`config.mk`:
```
export PLATFORM = sky130hd
export DESIGN_NAME = fp_wb_arbiter_flat
export DESIGN_NICKNAME = d
export VERILOG_FILES = /design/src/rtl/fp_wb_arbiter_if.sv /design/src/rtl/fp_wb_arbiter.sv /design/src/flat_wrapper.sv
export SDC_FILE = /design/constraint.sdc
export NUM_CORES = 1
export LEC_CHECK = 0
export ABC_AREA = 0
export BUFFER_PORTS_ARGS = -buffer_cell sky130_fd_sc_hd__buf_2
export CORE_MARGIN = 4
export CORE_UTILIZATION = 55
export CTS_BUF_LIST = sky130_fd_sc_hd__clkbuf_4 sky130_fd_sc_hd__clkbuf_8 sky130_fd_sc_hd__clkbuf_16
export DETAILED_ROUTE_END_ITERATION = 10
export HOLD_SLACK_MARGIN = 0.12
export PLACE_DENSITY = 0.95
export SYNTH_ARGS = -nofsm -noshare
export SYNTH_HDL_FRONTEND = slang
export SYNTH_SLANG_ARGS = --single-unit
```
`constraint.sdc`:
```
create_clock -name clk -period 11.3 [get_ports clk]
set_input_delay 2.26 -clock clk [delete_from_list [all_inputs] [get_ports clk]]
set_output_delay 2.26 -clock clk [all_outputs]
set_load 0.01 [all_outputs]
```
`src/rtl/fp_wb_arbiter_if.sv`:
```
// Bus bundle between the FP producers, the writeback arbiter and the
// register file write ports. Producers and the register file sit on the
// master side; the arbiter is the slave.
interface fp_wb_arbiter_if #(
  parameter int FPRegWidth = 32,
  parameter int NREQ       = 4
);
  // producer side
  logic                       hold;
  logic [NREQ-1:0]            req;
  logic [4*NREQ-1:0]          req_wn;
  logic [FPRegWidth*NREQ-1:0] req_d;
  logic [NREQ-1:0]            ack;

  // register file write ports
  logic                       we1;
  logic                       we2;
  logic [3:0]                 wn1;
  logic [3:0]                 wn2;
  logic [FPRegWidth-1:0]      d1;
  logic [FPRegWidth-1:0]      d2;

  modport slave (
    input  hold, req, req_wn, req_d,
    output ack, we1, we2, wn1, wn2, d1, d2
  );

  modport master (
    output hold, req, req_wn, req_d,
    input  ack, we1, we2, wn1, wn2, d1, d2
  );
endinterface

```
`src/rtl/fp_wb_arbiter.sv`:
```
// Writeback arbiter for the FP register file. Up to two of four producers
// are granted per cycle in round-robin order; the second grant never targets
// the same register as the first, so both register file ports can be written
// without losing a result. Port 1 is always filled before port 2.
module fp_wb_arbiter #(
  parameter int FPRegWidth = 32,
  parameter int NREQ       = 4   // pointer logic is 2 bits wide, so this stays 4
) (
  input  logic           clk,
  input  logic           Clr,
  fp_wb_arbiter_if.slave bus
);

  // round-robin pointer: first index examined by the scan
  logic [1:0]            ptr_reg;
  logic [1:0]            ptr_next;

  // registered write ports
  logic                  we1_reg;
  logic                  we2_reg;
  logic [3:0]            wn1_reg;
  logic [3:0]            wn2_reg;
  logic [FPRegWidth-1:0] d1_reg;
  logic [FPRegWidth-1:0] d2_reg;

  // unpacked views of the request bundle and the rotated scan order
  logic [3:0]            wn_arr   [NREQ];
  logic [FPRegWidth-1:0] d_arr    [NREQ];
  logic [1:0]            scan_idx [NREQ];
  logic [NREQ-1:0]       ack_vec;

  // winners of the scan
  logic                  g1_vld;
  logic [1:0]            g1_idx;
  logic                  g2_vld;
  logic [1:0]            g2_idx;
  logic                  grant_en;

  genvar gi;
  generate
    for (gi = 0; gi < NREQ; gi++) begin : g_unpack
      assign wn_arr[gi]   = bus.req_wn[4*gi +: 4];
      assign d_arr[gi]    = bus.req_d[FPRegWidth*gi +: FPRegWidth];
      // 2-bit add wraps naturally, giving ptr, ptr+1, ptr+2, ptr+3 mod 4
      assign scan_idx[gi] = ptr_reg + 2'(gi);
    end
  endgenerate

  // Priority scan: first requester from ptr wins port 1, next requester
  // with a different destination wins port 2; same-destination ones wait.
  always_comb begin
    g1_vld = 1'b0;
    g1_idx = 2'd0;
    g2_vld = 1'b0;
    g2_idx = 2'd0;
    for (int k = 0; k < NREQ; k++) begin
      if (bus.req[scan_idx[k]]) begin
        if (!g1_vld) begin
          g1_vld = 1'b1;
          g1_idx = scan_idx[k];
        end else if (!g2_vld && (wn_arr[scan_idx[k]] != wn_arr[g1_idx])) begin
          g2_vld = 1'b1;
          g2_idx = scan_idx[k];
        end
      end
    end
  end

  // Grants are suppressed during hold and during reset, even mid-operation.
  assign grant_en = !bus.hold && !Clr;

  generate
    for (gi = 0; gi < NREQ; gi++) begin : g_ack
      assign ack_vec[gi] = grant_en &&
                           ((g1_vld && (g1_idx == 2'(gi))) ||
                            (g2_vld && (g2_idx == 2'(gi))));
    end
  endgenerate

  assign bus.ack = ack_vec;

  // Pointer moves just past the last granted requester so it loses priority.
  assign ptr_next = (g2_vld ? g2_idx : g1_idx) + 2'd1;

  // Write port registers and pointer; addresses/data hold when not written.
  always_ff @(posedge clk) begin
    if (Clr) begin
      ptr_reg <= 2'd0;
      we1_reg <= 1'b0;
      we2_reg <= 1'b0;
      wn1_reg <= 4'd0;
      wn2_reg <= 4'd0;
      d1_reg  <= '0;
      d2_reg  <= '0;
    end else begin
      we1_reg <= g1_vld && grant_en;
      we2_reg <= g2_vld && grant_en;
      if (g1_vld && grant_en) begin
        wn1_reg <= wn_arr[g1_idx];
        d1_reg  <= d_arr[g1_idx];
        ptr_reg <= ptr_next;
      end
      if (g2_vld && grant_en) begin
        wn2_reg <= wn_arr[g2_idx];
        d2_reg  <= d_arr[g2_idx];
      end
    end
  end

  assign bus.we1 = we1_reg;
  assign bus.we2 = we2_reg;
  assign bus.wn1 = wn1_reg;
  assign bus.wn2 = wn2_reg;
  assign bus.d1  = d1_reg;
  assign bus.d2  = d2_reg;

endmodule
```
`src/flat_wrapper.sv`:
```
// flat-port wrapper written by rule: the top's interface ports become plain ports
module fp_wb_arbiter_flat 
#(
  parameter int FPRegWidth = 32,
  parameter int NREQ       = 4                                                   
)
  (clk, Clr, bus_hold, bus_req, bus_req_wn, bus_req_d, bus_ack, bus_we1, bus_we2, bus_wn1, bus_wn2, bus_d1, bus_d2);
  fp_wb_arbiter_if #(.FPRegWidth(FPRegWidth), .NREQ(NREQ)) bus_i ();
  input  logic clk;
  input  logic Clr;
  input wire logic [$bits(bus_i.hold)-1:0] bus_hold;
  input wire logic [$bits(bus_i.req)-1:0] bus_req;
  input wire logic [$bits(bus_i.req_wn)-1:0] bus_req_wn;
  input wire logic [$bits(bus_i.req_d)-1:0] bus_req_d;
  output wire logic [$bits(bus_i.ack)-1:0] bus_ack;
  output wire logic [$bits(bus_i.we1)-1:0] bus_we1;
  output wire logic [$bits(bus_i.we2)-1:0] bus_we2;
  output wire logic [$bits(bus_i.wn1)-1:0] bus_wn1;
  output wire logic [$bits(bus_i.wn2)-1:0] bus_wn2;
  output wire logic [$bits(bus_i.d1)-1:0] bus_d1;
  output wire logic [$bits(bus_i.d2)-1:0] bus_d2;
  assign bus_i.hold = bus_hold;
  assign bus_i.req = bus_req;
  assign bus_i.req_wn = bus_req_wn;
  assign bus_i.req_d = bus_req_d;
  assign bus_ack = bus_i.ack;
  assign bus_we1 = bus_i.we1;
  assign bus_we2 = bus_i.we2;
  assign bus_wn1 = bus_i.wn1;
  assign bus_wn2 = bus_i.wn2;
  assign bus_d1 = bus_i.d1;
  assign bus_d2 = bus_i.d2;
  fp_wb_arbiter #(.FPRegWidth(FPRegWidth), .NREQ(NREQ)) u_core (.clk(clk), .Clr(Clr), .bus(bus_i));
endmodule
```
==> results.tsv <==
stage	metric	value	unit
routing	vias per cell	6.55	
power_and_ir_drop	Worst VDD drop	0.000224	V
placed_design	Placer Congestion	0.959	
timing	Final Max Tran Viols	0	
synth	Mean Syn Cell Area	9.22	um2
routing	antenna viol nets, final	0	
die	core outline area	10900	um2
power_and_ir_drop	Final Power	0.00211	W
cells_and_area	commonest non-fill, non-tap cell in the layout	buf_2	
synth	Synth cell types	62	
status	outcome	finished, final reports clean	
worst_setup_path	Worst setup SP type	input port	
clock_tree	clk sink count	76	
power_and_ir_drop	sequential share of power	18.5	%
routing	DR iter-0 viols	765	
power_and_ir_drop	leakage dissipation	3.54	nW
timing	period utilization	80.7	%
clock_tree	Post-CTS Resized	0	
grt	largest net degree at the start of global routing	65	
clock_tree	clock latency at the later pin of the worst-skew pair	330	ps
die	Die Height	114	um
clock_tree	CTS tree	yes	
power_and_ir_drop	Cell Pwr Density	277	nW/um2
worst_setup_path	crit-path max FO	38	
grt	initial antenna violation count	1	
synth	syn nets	824	
timing	Fmax	110	MHz
synth	Top FF cell, synth	dfxtp_1	
clock_tree	clk slew on worst S/H paths	60	ps
worst_setup_path	CP Capture Type	primary output	
routing	via count	6550	
synth	#FFs+latches synth	76	
routing	number of remaining DRC errors	0	
cells_and_area	area grow syn2layout	22.9	%
worst_setup_path	slowest stage delay, CP	690	ps
synth	Post-Syn Area	6200	um2
cells_and_area	final std cells w/o fill	1000	
die	row count	38	
die	Die ar.	13000	um2
placed_design	I/O Buffers	228	
grt	Total GRT Usage	30.1	%
timing	Hold Vio Cnt, Final	0	
die	Initial Util	56.7	%
worst_setup_path	reg2reg setup slack	5190	ps
clock_tree	clock buffer count from CTS	9	
power_and_ir_drop	switching share of power	43.7	%
cells_and_area	most frequent cells in the layout	buf_2 (228), nand2_1 (102), mux2i_1 (96)	
worst_hold_path	Worst Hold Class	reg -> reg	
clock_tree	H-tree Lvls	3	
placed_design	Area after DPL	7310	um2
clock_tree	clock buffer depth	2	
timing	Slew @ Worst Pin	1100	ps
worst_setup_path	Slowest cell on crit path	nand3_2	
worst_setup_path	Arr. time, crit path	6860	ps
routing	Pre-antenna DRT Iters	9	
placed_design	total placed cells including tap cells	983	
placed_design	hpwl dp	14500	um
clock_tree	CTS root buf	clkbuf_16	
timing	max_slew headroom	26.6	%
synth	number of synthesized flops with an enable pin	0	
timing	Final min period	9120	ps
power_and_ir_drop	clock power share	13.9	%
synth	fraction of registers with async set or reset after synthesis	0	%
power_and_ir_drop	Sw Pwr	0.000921	W
synth	register area share after synthesis	24.6	%
clock_tree	postcts setup bufs	0	
grt	first-pass GRT wire length	31800	um
worst_setup_path	sum of buffers and inverters on the critical path	3	
cells_and_area	nets@finish	1006	
worst_setup_path	Worst path top cell family by delay	compound AO/OA/AOI/OAI gates	
worst_setup_path	CP Cell Sequence	buf_2 > mux2_2 > and2_1 > o21bai_1 > ha_1 > inv_1 > mux2i_1 > a2111oi_0 > a22o_1 > nor4_2 > a221oi_2 > and2_1 > o311a_1 > nand3_2 > o22ai_1 > buf_2	
clock_tree	hold_buf cts	0	
timing	setup TNS	0	ps
routing	final WL	20500	um
timing	Layout Skew	8.74	ps
timing	# setup viols final	0	
worst_setup_path	critical path class	in -> out	
worst_setup_path	Critical Path RT	9040	ps
synth	synthesis warning total	0	
grt	GRT overflow	0	
timing	RSZ-0062 raised after global routing	no	
die	I/O Pins	229	
cells_and_area	Final Util	69.6	%
synth	Mapped Cells	672	
cells_and_area	share of cells above drive strength 1	37.3	%
routing	wire length per cell	20.5	um
cells_and_area	Final Cell Area	7610	um2
power_and_ir_drop	combinational power share	67.6	%
power_and_ir_drop	P_int	0.00119	W
flow_run	Max-Cap Viols	0	
die	Die W	114	um
grt	vias in the first global route	6450	
==> through the flow <==
| step | hold slack [ps] | setup WS (ps) |
|---|---|---|
| floorplan | 494 | 3150 |
| finish | 467 | 2180 |
| CTS | 468 | 2280 |
| detailed placement | 454 | 2270 |
| global route | 483 | 1790 |
| global placement | 443 | 2430 |
==> metal layers <==
metal | vias up | track usage (%) | share of wire [%]
met5 | - | 0 | 0
met4 | 0 | 14.0 | 4.0
met3 | 82 | 7.61 | 11
met2 | 448 | 50.9 | 48
met1 | 3094 | 35.9 | 37
li1 | 2926 | - | -
==> final timing paths <==
| kind | cells past startpoint | startpoint | endpoint |
|---|---|---|---|
| setup / recovery | 16 | bus_req[3] | bus_ack[2] |
| hold / removal | 2 | u_core.bus.d2[18]$_SDFFE_PP0P_ | u_core.bus.d2[18]$_SDFFE_PP0P_ |
| setup reg to reg | 17 | u_core.ptr_reg[0]$_SDFFE_PP0P_ | u_core.bus.d2[13]$_SDFFE_PP0P_ |
| hold reg to reg | 2 | u_core.bus.d2[18]$_SDFFE_PP0P_ | u_core.bus.d2[18]$_SDFFE_PP0P_ |
==> cells by family (layout without fill, tap and decap cells) <==
family          after synthesis  count (layout)  synth area share (%)
buf+inv                      80             267                  5.96
other cells                   0               1                     0
simple gates                199             199                  16.7
mux                         149             149                  33.4
xor+xnor                      4               4                 0.565
compound gates              162             162                  18.5
flops                        76              76                  24.6
fa+ha+maj                     2               2                 0.363
==> synthesized netlist by cell type, drive strengths merged, types with 8 or more instances <==
cell type | instances | area share [%]
buf | 29 | 2.9
mux2 | 8 | 1.5
dfxtp | 76 | 25
nor2 | 8 | 0.48
o21ai | 54 | 4.4
nand3b | 38 | 4.6
mux4 | 45 | 16
inv | 14 | 0.85
a21oi | 10 | 0.81
clkbuf | 37 | 2.2
nand2 | 102 | 6.2
a2bb2oi | 38 | 5.4
mux2i | 96 | 16
==> layout make-up <==
cell class,count,area [um2]
Sequential cell,76,1520
Tap cell,140,175
Fill cell,816,3320
Multi-Input combinational cell,516,4350
Clock inverter,7,75.1
Antenna cell,1,2.50
Timing Repair Buffer,237,1210
Clock buffer,9,225
Inverter,14,52.6
==> tightest hold or removal path: cells and delay by family, from the launching register on <==
family / cells / cell delay [ps]
AO/OA/AOI/OAI: 2 / 110
flip-flops: 1 / 320
==> power by group through the flow <==
stage / clock network (W) / registers [W] / logic (W)
final: 0.000293 / 0.000390 / 0.00142
after global routing: 0.000306 / 0.000399 / 0.00153
after CTS: 0.000296 / 0.000389 / 0.00141
after detailed placement: 0 / 0.000394 / 0.00141
after global placement: 0 / 0.000391 / 0.00137
after floorplan: 0 / 0.000430 / 0.00108
(Power assumes the default switching activity.)
